$ cat config.mk
export PLATFORM = sky130hd
export DESIGN_NAME = spi_rx_deser
export DESIGN_NICKNAME = d
export VERILOG_FILES = /design/src/rtl/spi_rx_deser.sv
export SDC_FILE = /design/constraint.sdc
export NUM_CORES = 1
export LEC_CHECK = 0
export BUFFER_PORTS_ARGS = -buffer_cell sky130_fd_sc_hd__buf_2
export CORE_AREA = 2 2 61 63
export CTS_BUF_LIST = sky130_fd_sc_hd__clkbuf_4 sky130_fd_sc_hd__clkbuf_8
export DETAILED_ROUTE_END_ITERATION = 6
export DIE_AREA = 0 0 63 65
export PLACE_DENSITY = 0.83
export SYNTH_ARGS = -nofsm -noshare
export SYNTH_HDL_FRONTEND = slang
export SYNTH_SLANG_ARGS = --single-unit
$ cat constraint.sdc
create_clock -name clk -period 3.89 [get_ports clk]
set_input_delay 1.167 -clock clk [delete_from_list [all_inputs] [get_ports clk]]
set_output_delay 1.167 -clock clk [all_outputs]
set_load 0.005 [all_outputs]
$ cat src/rtl/spi_rx_deser.sv
// SPI receive deserializer: oversamples CS/SCLK/DATA with clk, rebuilds
// DATA_W-bit words and offers them on a valid/ready port with a single
// holding register. Reports partial frames and dropped words as pulses.
module spi_rx_deser #(
  parameter int unsigned DATA_W      = 16,
  parameter int unsigned SYNC_STAGES = 2,
  parameter int unsigned MSB_FIRST   = 1
) (
  input  logic                          clk,
  input  logic                          reset,
  input  logic                          spi_cs_1,
  input  logic                          spi_sclk,
  input  logic                          spi_data,
  output logic [DATA_W-1:0]             rx_data,
  output logic                          rx_valid,
  input  logic                          rx_ready,
  output logic                          frame_err,
  output logic                          overrun,
  output logic [$clog2(DATA_W):0]       bit_count
);

  localparam int unsigned CNT_W     = $clog2(DATA_W) + 1;
  localparam int unsigned SYNC_LAST = SYNC_STAGES - 1;
  // Synchronizer bit order is {cs, sclk, data}; idle is CS deasserted, SCLK low.
  localparam logic [2:0]  SYNC_IDLE = 3'b100;

  logic [2:0]        sync_q [SYNC_STAGES];
  logic              cs_s, sclk_s, data_s;
  logic              cs_p_q, sclk_p_q, data_p_q;
  logic              rise, cs_rise, cs_fall;

  logic [DATA_W-1:0] sr_q, sr_d;
  logic [CNT_W-1:0]  bit_count_q, bit_count_d;
  logic [DATA_W-1:0] rx_data_q, rx_data_d;
  logic              rx_valid_q, rx_valid_d;
  logic              frame_err_q, frame_err_d;
  logic              overrun_q, overrun_d;
  logic              word_done;
  logic [DATA_W-1:0] word;

  // Input synchronizer chain for all three SPI lines.
  always_ff @(posedge clk or negedge reset) begin
    if (!reset) begin
      for (int i = 0; i < int'(SYNC_STAGES); i++) sync_q[i] <= SYNC_IDLE;
    end else begin
      sync_q[0] <= {spi_cs_1, spi_sclk, spi_data};
      for (int i = 1; i < int'(SYNC_STAGES); i++) sync_q[i] <= sync_q[i-1];
    end
  end

  assign cs_s   = sync_q[SYNC_LAST][2];
  assign sclk_s = sync_q[SYNC_LAST][1];
  assign data_s = sync_q[SYNC_LAST][0];

  // One-cycle history of the synchronized lines for edge detection.
  always_ff @(posedge clk or negedge reset) begin
    if (!reset) begin
      cs_p_q   <= 1'b1;
      sclk_p_q <= 1'b0;
      data_p_q <= 1'b0;
    end else begin
      cs_p_q   <= cs_s;
      sclk_p_q <= sclk_s;
      data_p_q <= data_s;
    end
  end

  // Master moves DATA on the SCLK rising edge, so the bit is the pre-edge sample.
  assign rise    = sclk_s & ~sclk_p_q & ~cs_s;
  assign cs_rise = cs_s & ~cs_p_q;
  assign cs_fall = ~cs_s & cs_p_q;

  // Shift/count next state, frame boundaries and holding-register update.
  always_comb begin
    sr_d        = sr_q;
    bit_count_d = bit_count_q;
    frame_err_d = 1'b0;
    word_done   = 1'b0;
    word        = sr_q;
    rx_data_d   = rx_data_q;
    rx_valid_d  = rx_valid_q;
    overrun_d   = 1'b0;

    if (cs_rise) begin
      frame_err_d = (bit_count_q != '0);
      sr_d        = '0;
      bit_count_d = '0;
    end else begin
      if (cs_fall) begin
        sr_d        = '0;
        bit_count_d = '0;
      end
      if (rise) begin
        if (MSB_FIRST != 0) word = {sr_d[DATA_W-2:0], data_p_q};
        else                word = {data_p_q, sr_d[DATA_W-1:1]};
        sr_d = word;
        if (bit_count_d == CNT_W'(DATA_W - 1)) begin
          word_done   = 1'b1;
          bit_count_d = '0;
        end else begin
          bit_count_d = bit_count_d + CNT_W'(1);
        end
      end
    end

    if (rx_valid_q && rx_ready) rx_valid_d = 1'b0;
    if (word_done) begin
      if (!rx_valid_q || rx_ready) begin
        rx_data_d  = word;
        rx_valid_d = 1'b1;
      end else begin
        overrun_d  = 1'b1;
      end
    end
  end

  // State and registered outputs.
  always_ff @(posedge clk or negedge reset) begin
    if (!reset) begin
      sr_q        <= '0;
      bit_count_q <= '0;
      rx_data_q   <= '0;
      rx_valid_q  <= 1'b0;
      frame_err_q <= 1'b0;
      overrun_q   <= 1'b0;
    end else begin
      sr_q        <= sr_d;
      bit_count_q <= bit_count_d;
      rx_data_q   <= rx_data_d;
      rx_valid_q  <= rx_valid_d;
      frame_err_q <= frame_err_d;
      overrun_q   <= overrun_d;
    end
  end

  assign rx_data   = rx_data_q;
  assign rx_valid  = rx_valid_q;
  assign frame_err = frame_err_q;
  assign overrun   = overrun_q;
  assign bit_count = bit_count_q;

endmodule

==> results of run 1 <==
==> final cells by class <==
class	count	area share [%]
flip-flops and latches	49	53.45
multi-input cells	98	33.77
repair buffers	29	6.308
well taps	48	2.610
clock buffers	6	2.229
clock inverters	2	1.631
==> power groups by stage <==
stage / Clock [mW] / Sequential, mW / Combinational, mW
6_report: 0.304 / 0.533 / 0.0442
5_1_grt: 0.330 / 0.535 / 0.0502
4_1_cts: 0.312 / 0.532 / 0.0450
3_5_place_dp: 0 / 0.542 / 0.0448
3_3_place_gp: 0 / 0.541 / 0.0426
2_1_floorplan: 0 / 0.537 / 0.0294
==> cells in the final DEF, fill, tap and decap left out, drive strengths merged <==
cell,instances
nand4bb,1
dfstp,3
a221oi,2
ha,1
buf,29
nor3b,2
dfrtp,46
mux2i,2
a41oi,1
nand4,1
clkinvlp,1
nor4,1
and2,2
nand2b,4
o21ai,2
and2b,1
o31ai,1
a22o,28
nand2,15
nand3,1
xor2,1
or3b,1
nor3,3
clkbuf,6
a31oi,1
bufinv,1
mux2,16
nor2b,1
a21oi,5
nor2,5
==> logic make-up (layout without fill, tap and decap cells) <==
family	after synthesis	in the layout	synth area share (%)
AO/OA/AOI/OAI	40	40	15.50
adder cells (fa/ha/maj)	1	1	0.6052
flip-flops	49	49	59.50
XOR/XNOR	1	1	0.4238
AND/OR/NAND/NOR	38	38	11.38
buffers and inverters	8	37	2.905
multiplexers	18	18	9.685
==> final timing paths <==
| kind | from | to | cells after the start |
|---|---|---|---|
| max | cs_s$_DFF_PN1_ | rx_data[15]$_DFFE_PN0P_ | 7 |
| min | data_s$_DFF_PN0_ | data_p_q$_DFF_PN0_ | 0 |
| max reg2reg | cs_s$_DFF_PN1_ | rx_data[15]$_DFFE_PN0P_ | 7 |
| min reg2reg | data_s$_DFF_PN0_ | data_p_q$_DFF_PN0_ | 0 |
| max in group asynchronous | reset | sr_q[0]$_DFF_PN0_ | 1 |
| min in group asynchronous | reset | sr_q[1]$_DFF_PN0_ | 1 |
==> per-layer routing <==
layer / wire [um] / share of wire (%)
met1: 1613 / 45
met2: 1744 / 49
met3: 160 / 4.5
met4: 29 / 0.82
met5: 0 / 0
==> worst max-delay path, stage by stage (launching register included) <==
cell,delay (ns)
dfstp_2,0.72
nand2b_1,0.25
and2_1,0.16
ha_1,0.22
nand4bb_4,0.16
nor4_4,0.32
nand2_2,0.29
mux2_1,0.39
==> flip-flops by register name (all words and copies together), names as in the netlist <==
signal     count
sr_q          16
sclk_s         1
rx_data       16
frame_err      1
data_s         1
cs_p_q         1
sclk_p_q       1
overrun        1
bit_count      5
sync_q         3
cs_s           1
rx_valid       1
data_p_q       1
==> through the flow <==
stage / cells / utilization (%) / total power, mW
6_report: 232 / 65.82 / 0.8803
5_1_grt: 232 / 65.82 / 0.9149
4_1_cts: 232 / 65.82 / 0.8896
3_5_place_dp: 224 / 63.28 / 0.5867
3_3_place_gp: 224 / 63.28 / 0.5832
2_1_floorplan: 155 / - / 0.5666
==> summary.md, run 1 <==
| Metric | Value |
|---|---|
| Max-cap check violation count | 0 |
| Crit-path max FO | 17 |
| # diodes | 0 |
| Synth unique cells | 32 |
| CTS tree | done |
| Max Transition Viols Final | 0 |
| CTS Buf Count | 5 |
| Final Cell Area | 0.002301 mm2 |
| HPWL Detailed | 2367 um |
| Worst EP required | 4.14 ns |
| Top cell type's share of synthesized area | 55.69% |
| Fraction of registers with async set/reset | 100.0% |
| Synth Area per Inst | 13.34 um2 |
| Gpl congestion | 0.7839 |
| Total grt overflow | 0 |
| Syn Std Cell Area | 0.002067 mm2 |
| Drt initial violations | 48 |
| DR pass1 iterations | 4 |
| Leading area contributor after synthesis | dfrtp_1 |
| Synth-to-layout area growth | 11.32% |
| Sw power | 192.2 uW |
| Pin count of the biggest net entering global routing | 50 |
| RSZ-0062 raised after global routing | no |
| Remaining antenna violation count | 0 |
| Residual DRC | 0 |
| Data arrival time of the critical path | 2.87 ns |
| Mapped Cells | 155 |
| Total clock sinks | 49 |
| Tmin final | 2.617 ns |
| Boundary Pins | 30 |
| Chip height | 65 um |
| Setup TNS | 0 ns |
| Routed via count | 1329 |
| Core area | 0.003496 mm2 |
| Gr usage total | 18.89% |
| Setup-failing EPs final | 0 |
| Final Hold Vio Count | 0 |
| Worst Max-Slew Pin Slew | 1.049 ns |
| Final worst-path setup slack | 1.273 ns |
| GR peak layer | met2 |
| Vias in the first global route | 1266 |
| Combinational share of power | 5.0% |
| Hold-fix buffers, CTS | 0 |
| Starting Density | 59.13% |
| Place WS | 1.253 ns |
| P_int | 688.1 uW |
| NumNets Final | 190 |
| Power Density | 382.6 mW/mm2 |
| First-pass GRT wire length | 6058 um |
| FF/Latch Area | 0.001230 mm2 |
| Clk network pwr share | 34.5% |
| Area of the multi-input gates | 777.0 um2 |
| Synth top area cells | dfrtp_1 56%, a22o_1 12%, mux2_1 6.5%, dfstp_2 3.8%, nand2_1 2.5% |
| Final wirelength | 3548 um |
| Clock transition at path regs | 0.13 ns |
| Grt met1 use | 24.53% |
| Post-synth EDFFs | 0 |
| Main synth FF type | dfrtp_1 |
| Maximum ir drop on the vdd rail | 0.0002655 V |
| CTS resizes | 0 |
| Crit end category | flop |
| Max-slew headroom | 30.10% |
| Crit start category | flop |
| Die area | 0.004095 mm2 |
| Root Buffer | clkbuf_4 |
| Period utilization | 67.27% |
| Average routed wire per standard cell | 15.29 um |
| Vias per inst | 5.728 |
| Critical path class | reg2reg |
| Hold Path Class | reg2reg |
| YS warnings | 0 |
| Dpl cell area | 0.002212 mm2 |
| Share of cells above drive strength 1 | 26.09% |
| Post-Route Skew | 0.008495 ns |
| Mapped Nets | 162 |
| H-tree depth | 2 |
| Status | finished clean |
| Setup slack, reg-to-reg | 1.27 ns |
| Fin Hold WS | 0.3648 ns |
| Clock tree buffer depth | 2 |
| Top post-synthesis cells by count | 46 x dfrtp_1, 28 x a22o_1, 14 x nand2_1 |
| Peak Freq | 382.1 MHz |
| GR Layer Usage met3 | 5.382% |
| Flop pwr share | 60.5% |
| Cell with the most instances after synthesis | dfrtp_1 |
| Standard-cell row count | 22 |
| Number of port buffers | 29 |
| Fill cells | 289 |
| Sw Share | 21.83% |
| Post-CTS setup buffers | 0 |
| Post-synthesis sequential area ratio | 59.50% |
| #FFs+latches synth | 49 |
| Leak Pwr | 1.154 nW |
| Clk Latency, worst-skew pair | 0.36 ns |
| Initial antenna violation count | 0 |
| Die width | 63 um |
| M2 GR Usage | 32.18% |
(Power assumes the default switching activity.)
==> run 2, diff against run 1 <==
--- a/config.mk
+++ b/config.mk
@@ -6,11 +6,11 @@
 export NUM_CORES = 1
 export LEC_CHECK = 0
 export BUFFER_PORTS_ARGS = -buffer_cell sky130_fd_sc_hd__buf_2
-export CORE_AREA = 2 2 61 63
+export CORE_AREA = 2 2 66 68
 export CTS_BUF_LIST = sky130_fd_sc_hd__clkbuf_4 sky130_fd_sc_hd__clkbuf_8
 export DETAILED_ROUTE_END_ITERATION = 6
-export DIE_AREA = 0 0 63 65
-export PLACE_DENSITY = 0.83
+export DIE_AREA = 0 0 68 70
+export PLACE_DENSITY = 0.75
 export SYNTH_ARGS = -nofsm -noshare
 export SYNTH_HDL_FRONTEND = slang
 export SYNTH_SLANG_ARGS = --single-unit
==> constraint.sdc (replaced) <==
create_clock -name clk -period 2.4 [get_ports clk]
set_input_delay 0.72 -clock clk [delete_from_list [all_inputs] [get_ports clk]]
set_output_delay 0.72 -clock clk [all_outputs]
set_load 0.005 [all_outputs]
==> summary.md, run 2 (synthesis gave the netlist of run 1 again) <==
| Metric | Value |
|---|---|
| Hold-fix buffers, CTS | 0 (unchanged) |
| CTS tree | done |
| Hold Path Class | reg2reg |
| Data arrival time of the critical path | 2.43 ns (-0.44 ns) |
| Die width | 68 um (+7.9%) |
| Starting Density | 49.88% (-9.2 points) |
| Remaining antenna violation count | 0 (unchanged) |
| NumNets Final | 195 (+2.6%) |
| Leak Pwr | 1.187 nW (+2.9%) |
| Gpl congestion | 0.7861 (+0.28%) |
| Fin Hold WS | 0.3570 ns (-0.007808 ns) |
| Fill cells | 347 (+20%) |
| Gr usage total | 17.11% (-1.8 points) |
| Max-cap check violation count | 0 (unchanged) |
| Final std cells w/o fill | 241 (+3.9%) |
| Number of port buffers | 29 (unchanged) |
| Area of the multi-input gates | 782.0 um2 (+0.64%) |
| Final Cell Area | 0.002375 mm2 (+3.2%) |
| First-pass GRT wire length | 6113 um (+0.91%) |
| Routed via count | 1355 (+2.0%) |
| Average routed wire per standard cell | 14.87 um (-2.8%) |
| Critical path's slowest cell | dfstp_2 |
| CTS resizes | 0 (unchanged) |
| Core area | 0.004144 mm2 (+19%) |
| Initial antenna violation count | 0 (unchanged) |
| Share of cells above drive strength 1 | 28.04% (+2.0 points) |
| Max-slew headroom | 60.67% (+31 points) |
| HPWL Detailed | 2439 um (+3.0%) |
| Synth-to-layout area growth | 14.89% |
| Root Buffer | clkbuf_8 |
| CTS Buf Count | 5 (unchanged) |
| Period utilization | 93.63% (+26 points) |
| # diodes | 0 (unchanged) |
| Post-Route Skew | 0.01011 ns (+0.001610 ns) |
| Peak Freq | 445.0 MHz (+16%) |
| Vias in the first global route | 1282 (+1.3%) |
| Vias per inst | 5.622 (-1.9%) |
| Placed insts | 233 (+4.0%) |
| Setup-failing EPs final | 0 (unchanged) |
| Chip height | 70 um (+7.7%) |
| Clock tree buffer depth | 2 (unchanged) |
| Crit end category | flop |
| Setup TNS | 0 ns (unchanged) |
| Post-CTS setup buffers | 0 (unchanged) |
| Status | finished clean |
| CP max stage delay | 0.53 ns (-0.19 ns) |
| Drt initial violations | 90 (+88%) |
| RSZ-0062 raised after global routing | no |
| Commonest non-fill, non-tap cell in the layout | dfrtp_1 |
| Worst Reg-to-Reg Cells | 7 (unchanged) |
| Maximum ir drop on the vdd rail | 0.0004497 V (+69%) |
| Total grt overflow | 0 (unchanged) |
| Power Density | 640.3 mW/mm2 (+67%) |
| CP top delay family | simple AND/OR/NAND/NOR gates |
| Final Hold Vio Count | 0 (unchanged) |
| Final wirelength | 3583 um (+0.99%) |
| Boundary Pins | 30 (unchanged) |
| Residual DRC | 0 (unchanged) |
| Clock transition at path regs | 0.08 ns (-0.05 ns) |
| DR pass1 iterations | 4 (unchanged) |
| Max Transition Viols Final | 0 (unchanged) |
| Total clock sinks | 49 (unchanged) |
| CP Buf/Inv Count | 0 (unchanged) |
| H-tree depth | 2 (unchanged) |
| Worst Max-Slew Pin Slew | 0.5900 ns (-0.4586 ns) |
| Critical path class | reg2reg |
| Crit path cell chain | nand2b_1, and2_1, ha_1, nand4bb_4, nor4_4, nand2_4, mux2_1 |
| Crit-path max FO | 15 (-2) |
| Dpl cell area | 0.002255 mm2 (+1.9%) |
| Commonest cells after routing, fill and taps aside | 46 x dfrtp_1, 29 x buf_2, 28 x a22o_1 |
| Place WS | 0.04292 ns (-1.210 ns) |
| Crit start category | flop |
| Final worst-path setup slack | 0.1530 ns (-1.120 ns) |
| PnR Total Power | 1.521 mW (+73%) |
| WP depth | 7 (unchanged) |
| Clk Latency, worst-skew pair | 0.30 ns (-0.06 ns) |
| FF/Latch Area | 0.001230 mm2 (unchanged) |
| Worst EP required | 2.59 ns (-1.55 ns) |
| Pin count of the biggest net entering global routing | 50 (unchanged) |
| Final Util | 57.31% (-8.5 points) |
| Die area | 0.004760 mm2 (+16%) |
| Standard-cell row count | 24 (+9.1%) |
| Hold Path Stages | 0 (unchanged) |
| Tmin final | 2.247 ns (-0.3699 ns) |
run 2: changes by cell type in the layout (fill, tap and decap cells not counted):
cell / previous run / this run
clkbuf_8: 1 / 5
clkinv_4: 0 / 1
nand2_2: 1 / 0
buf_4: 0 / 5
nand2_4: 0 / 1
clkbuf_4: 5 / 0
run 2: cell type report:
cell class / count / area share (%)
clock inverter: 3 / 1.949
multi-input combinational: 98 / 32.93
timing repair buffer: 34 / 7.692
clock buffer: 5 / 2.898
sequential: 49 / 51.79
tap: 52 / 2.740
run 2: worst paths after layout:
kind	from	endpoint	slack, ns
worst max register to register	cs_s$_DFF_PN1_	rx_data[13]$_DFFE_PN0P_	0.15
max in group asynchronous	reset	bit_count[0]$_DFF_PN0_	1.50
worst min register to register	sync_q[3]$_DFF_PN0_	data_s$_DFF_PN0_	0.36
worst max-delay path	cs_s$_DFF_PN1_	rx_data[13]$_DFFE_PN0P_	0.15
worst min-delay path	sync_q[3]$_DFF_PN0_	data_s$_DFF_PN0_	0.36
min in group asynchronous	reset	rx_data[7]$_DFFE_PN0P_	0.50
run 2: worst reg2reg max path, delay by kind of cell, from the launching register on:
kind,cells,cell delay [ns]
adder cells (fa/ha/maj),1,0.22
AND/OR/NAND/NOR,5,1.03
multiplexers,1,0.36
flip-flops,1,0.53
run 2: metal layers:
layer / part of all wire, % / up-vias / GRT usage (%) / wire (um)
met3: 4.4 / 9 / 4.992 / 157
met5: 0 / - / 0 / 0
met4: 2.2 / 0 / 6.889 / 80
li1: - / 638 / - / -
met2: 47 / 29 / 24.92 / 1694
met1: 46 / 679 / 23.91 / 1651
run 2: report_power, final:
part	internal (mW)	leakage (nW)	total, mW	switching, mW
logic	0.0303	0.477	0.0838	0.0535
registers	0.841	0.656	0.855	0.0135
clock network	0.312	0.0543	0.582	0.270
total	1.18	1.19	1.52	0.337
==> run 3, diff against run 2 <==
--- a/config.mk
+++ b/config.mk
@@ -11,6 +11,7 @@
 export DETAILED_ROUTE_END_ITERATION = 6
 export DIE_AREA = 0 0 68 70
 export PLACE_DENSITY = 0.75
+export RECOVER_POWER = 25
 export SYNTH_ARGS = -nofsm -noshare
 export SYNTH_HDL_FRONTEND = slang
 export SYNTH_SLANG_ARGS = --single-unit
==> summary.md, run 3 (synthesis gave the netlist of run 1 again) <==
| Metric | Value |
|---|---|
| Status | finished clean |
| Worst EP required | 2.59 ns (about the same) |
| Remaining antenna violation count | 0 (unchanged) |
| # diodes | 0 (unchanged) |
| Total clock sinks | 49 (unchanged) |
| Standard-cell row count | 24 (unchanged) |
| Die area | 0.004760 mm2 (unchanged) |
| Boundary Pins | 30 (unchanged) |
| RSZ-0062 raised after global routing | no |
| Routed via count | 1356 (+0.074%) |
| Average routed wire per standard cell | 14.88 um (about the same) |
| First-pass GRT wire length | 6113 um (unchanged) |
| Chip height | 70 um (unchanged) |
| Core area | 0.004144 mm2 (unchanged) |
| Data arrival time of the critical path | 2.43 ns (about the same) |
| Power Density | 640.7 mW/mm2 (about the same) |
| Leak Pwr | 1.187 nW (about the same) |
| Synth-to-layout area growth | 14.77% |
| Final Util | 57.25% (-0.060 points) |
| Hold Path Class | reg2reg |
| Crit start category | flop |
| Period utilization | 93.63% (unchanged) |
| Starting Density | 49.88% (unchanged) |
| Worst Reg-to-Reg Cells | 7 (unchanged) |
| Crit end category | flop |
| CTS tree | done |
| HPWL Detailed | 2439 um (unchanged) |
| Fin Hold WS | 0.3570 ns (unchanged) |
| Max-cap check violation count | 0 (unchanged) |
| PnR Total Power | 1.520 mW (about the same) |
| Gpl congestion | 0.7861 (unchanged) |
| Vias per inst | 5.627 (about the same) |
| Root Buffer | clkbuf_8 |
| Clock tree buffer depth | 2 (unchanged) |
| Setup crit start | cs_s$_DFF_PN1_ |
| Post-CTS setup buffers | 0 (unchanged) |
| Setup slack, reg-to-reg | 0.15 ns (about the same) |
| Die width | 68 um (unchanged) |
| Reg-to-reg endpoint | rx_data[13]$_DFFE_PN0P_ |
| CTS Buf Count | 5 (unchanged) |
| NumNets Final | 195 (unchanged) |
| Drt initial violations | 90 (unchanged) |
| H-tree depth | 2 (unchanged) |
| Worst Max-Slew Pin Slew | 1.161 ns (+0.5710 ns) |
| Setup TNS | 0 ns (unchanged) |
| Max Transition Viols Final | 0 (unchanged) |
| R2R Path Start | cs_s$_DFF_PN1_ |
| Setup-failing EPs final | 0 (unchanged) |
| Commonest cells after routing, fill and taps aside | 46 x dfrtp_1, 29 x buf_2, 28 x a22o_1 |
| Commonest non-fill, non-tap cell in the layout | dfrtp_1 |
| Final Hold Vio Count | 0 (unchanged) |
| Clock transition at path regs | 0.08 ns (about the same) |
| Share of cells above drive strength 1 | 28.04% (unchanged) |
| Number of port buffers | 29 (unchanged) |
| Clk Latency, worst-skew pair | 0.30 ns (about the same) |
| Hold-fix buffers, CTS | 0 (unchanged) |
| Residual DRC | 0 (unchanged) |
| Peak Freq | 445.0 MHz (unchanged) |
| Crit-path max FO | 15 (unchanged) |
| Final wirelength | 3586 um (about the same) |
| Gr usage total | 17.11% (unchanged) |
| Critical path class | reg2reg |
| Tmin final | 2.247 ns (unchanged) |
| Crit path to | rx_data[13]$_DFFE_PN0P_ |
| Total grt overflow | 0 (unchanged) |
| Pin count of the biggest net entering global routing | 50 (unchanged) |
| Vias in the first global route | 1282 (unchanged) |
| Maximum ir drop on the vdd rail | 0.0004497 V (unchanged) |
| Post-Route Skew | 0.01011 ns (unchanged) |
| Initial antenna violation count | 0 (unchanged) |
| Max-slew headroom | 22.60% (-38 points) |
| DR pass1 iterations | 4 (unchanged) |
-- run 3: cell types whose count changed in the layout (fill, tap and decap cells not counted) --
cell | before | now
buf_4 | 5 | 4
clkbuf_2 | 0 | 1
-- run 3: what timing repair did --
item | 4_1_cts | 5_1_grt
endpoints found under the hold margin | 0 | 0
endpoints found under the setup margin | 0 | 15
gates resized for setup | 0 | 1
-- run 3: per-stage QoR --
step | setup WS (ns) | std cells | cell area [um2]
floorplan | 0.1560 | 155 | 2067
global placement | 0.1205 | 233 | 2255
detailed placement | 0.04292 | 233 | 2255
CTS | 0.05276 | 241 | 2370
global route | 0.01781 | 241 | 2372
finish | 0.1530 | 241 | 2372
-- run 3: layer usage --
layer	up-vias	wire length (um)	global-route usage [%]
met1	680	1655	23.91
met2	29	1693	24.92
met4	0	80	6.889
li1	638	-	-
met5	-	0	0
met3	9	157	4.992
-- run 3: critical path, stage by stage (launching register included) --
cell,delay (ns)
dfstp_2,0.53
nand2b_1,0.16
and2_1,0.15
ha_1,0.22
nand4bb_4,0.15
nor4_4,0.36
nand2_4,0.21
mux2_1,0.36
-- run 3: layout make-up --
| class | instances | area [um2] |
|---|---|---|
| Fill cell | 346 | 1772 |
| Sequential cell | 49 | 1230 |
| Multi-Input combinational cell | 98 | 782.0 |
| Timing Repair Buffer | 34 | 180.2 |
| Clock buffer | 5 | 68.82 |
| Tap cell | 52 | 65.06 |
| Clock inverter | 3 | 46.29 |
-- run 3: worst min path at each step --
stage,slack (ns),end,cells past startpoint,startpoint
final,0.36,data_s$_DFF_PN0_,0,sync_q[3]$_DFF_PN0_
after global routing,0.37,data_s$_DFF_PN0_,0,sync_q[3]$_DFF_PN0_
after CTS,0.36,data_s$_DFF_PN0_,0,sync_q[3]$_DFF_PN0_
after detailed placement,0.34,data_s$_DFF_PN0_,0,sync_q[3]$_DFF_PN0_
after global placement,0.33,data_p_q$_DFF_PN0_,0,data_s$_DFF_PN0_
after floorplan,0.33,data_p_q$_DFF_PN0_,0,data_s$_DFF_PN0_
-- run 3: power breakdown --
group | internal [mW] | switching [mW]
clock network | 0.312 | 0.270
logic | 0.0297 | 0.0535
registers | 0.842 | 0.0135
total | 1.18 | 0.337
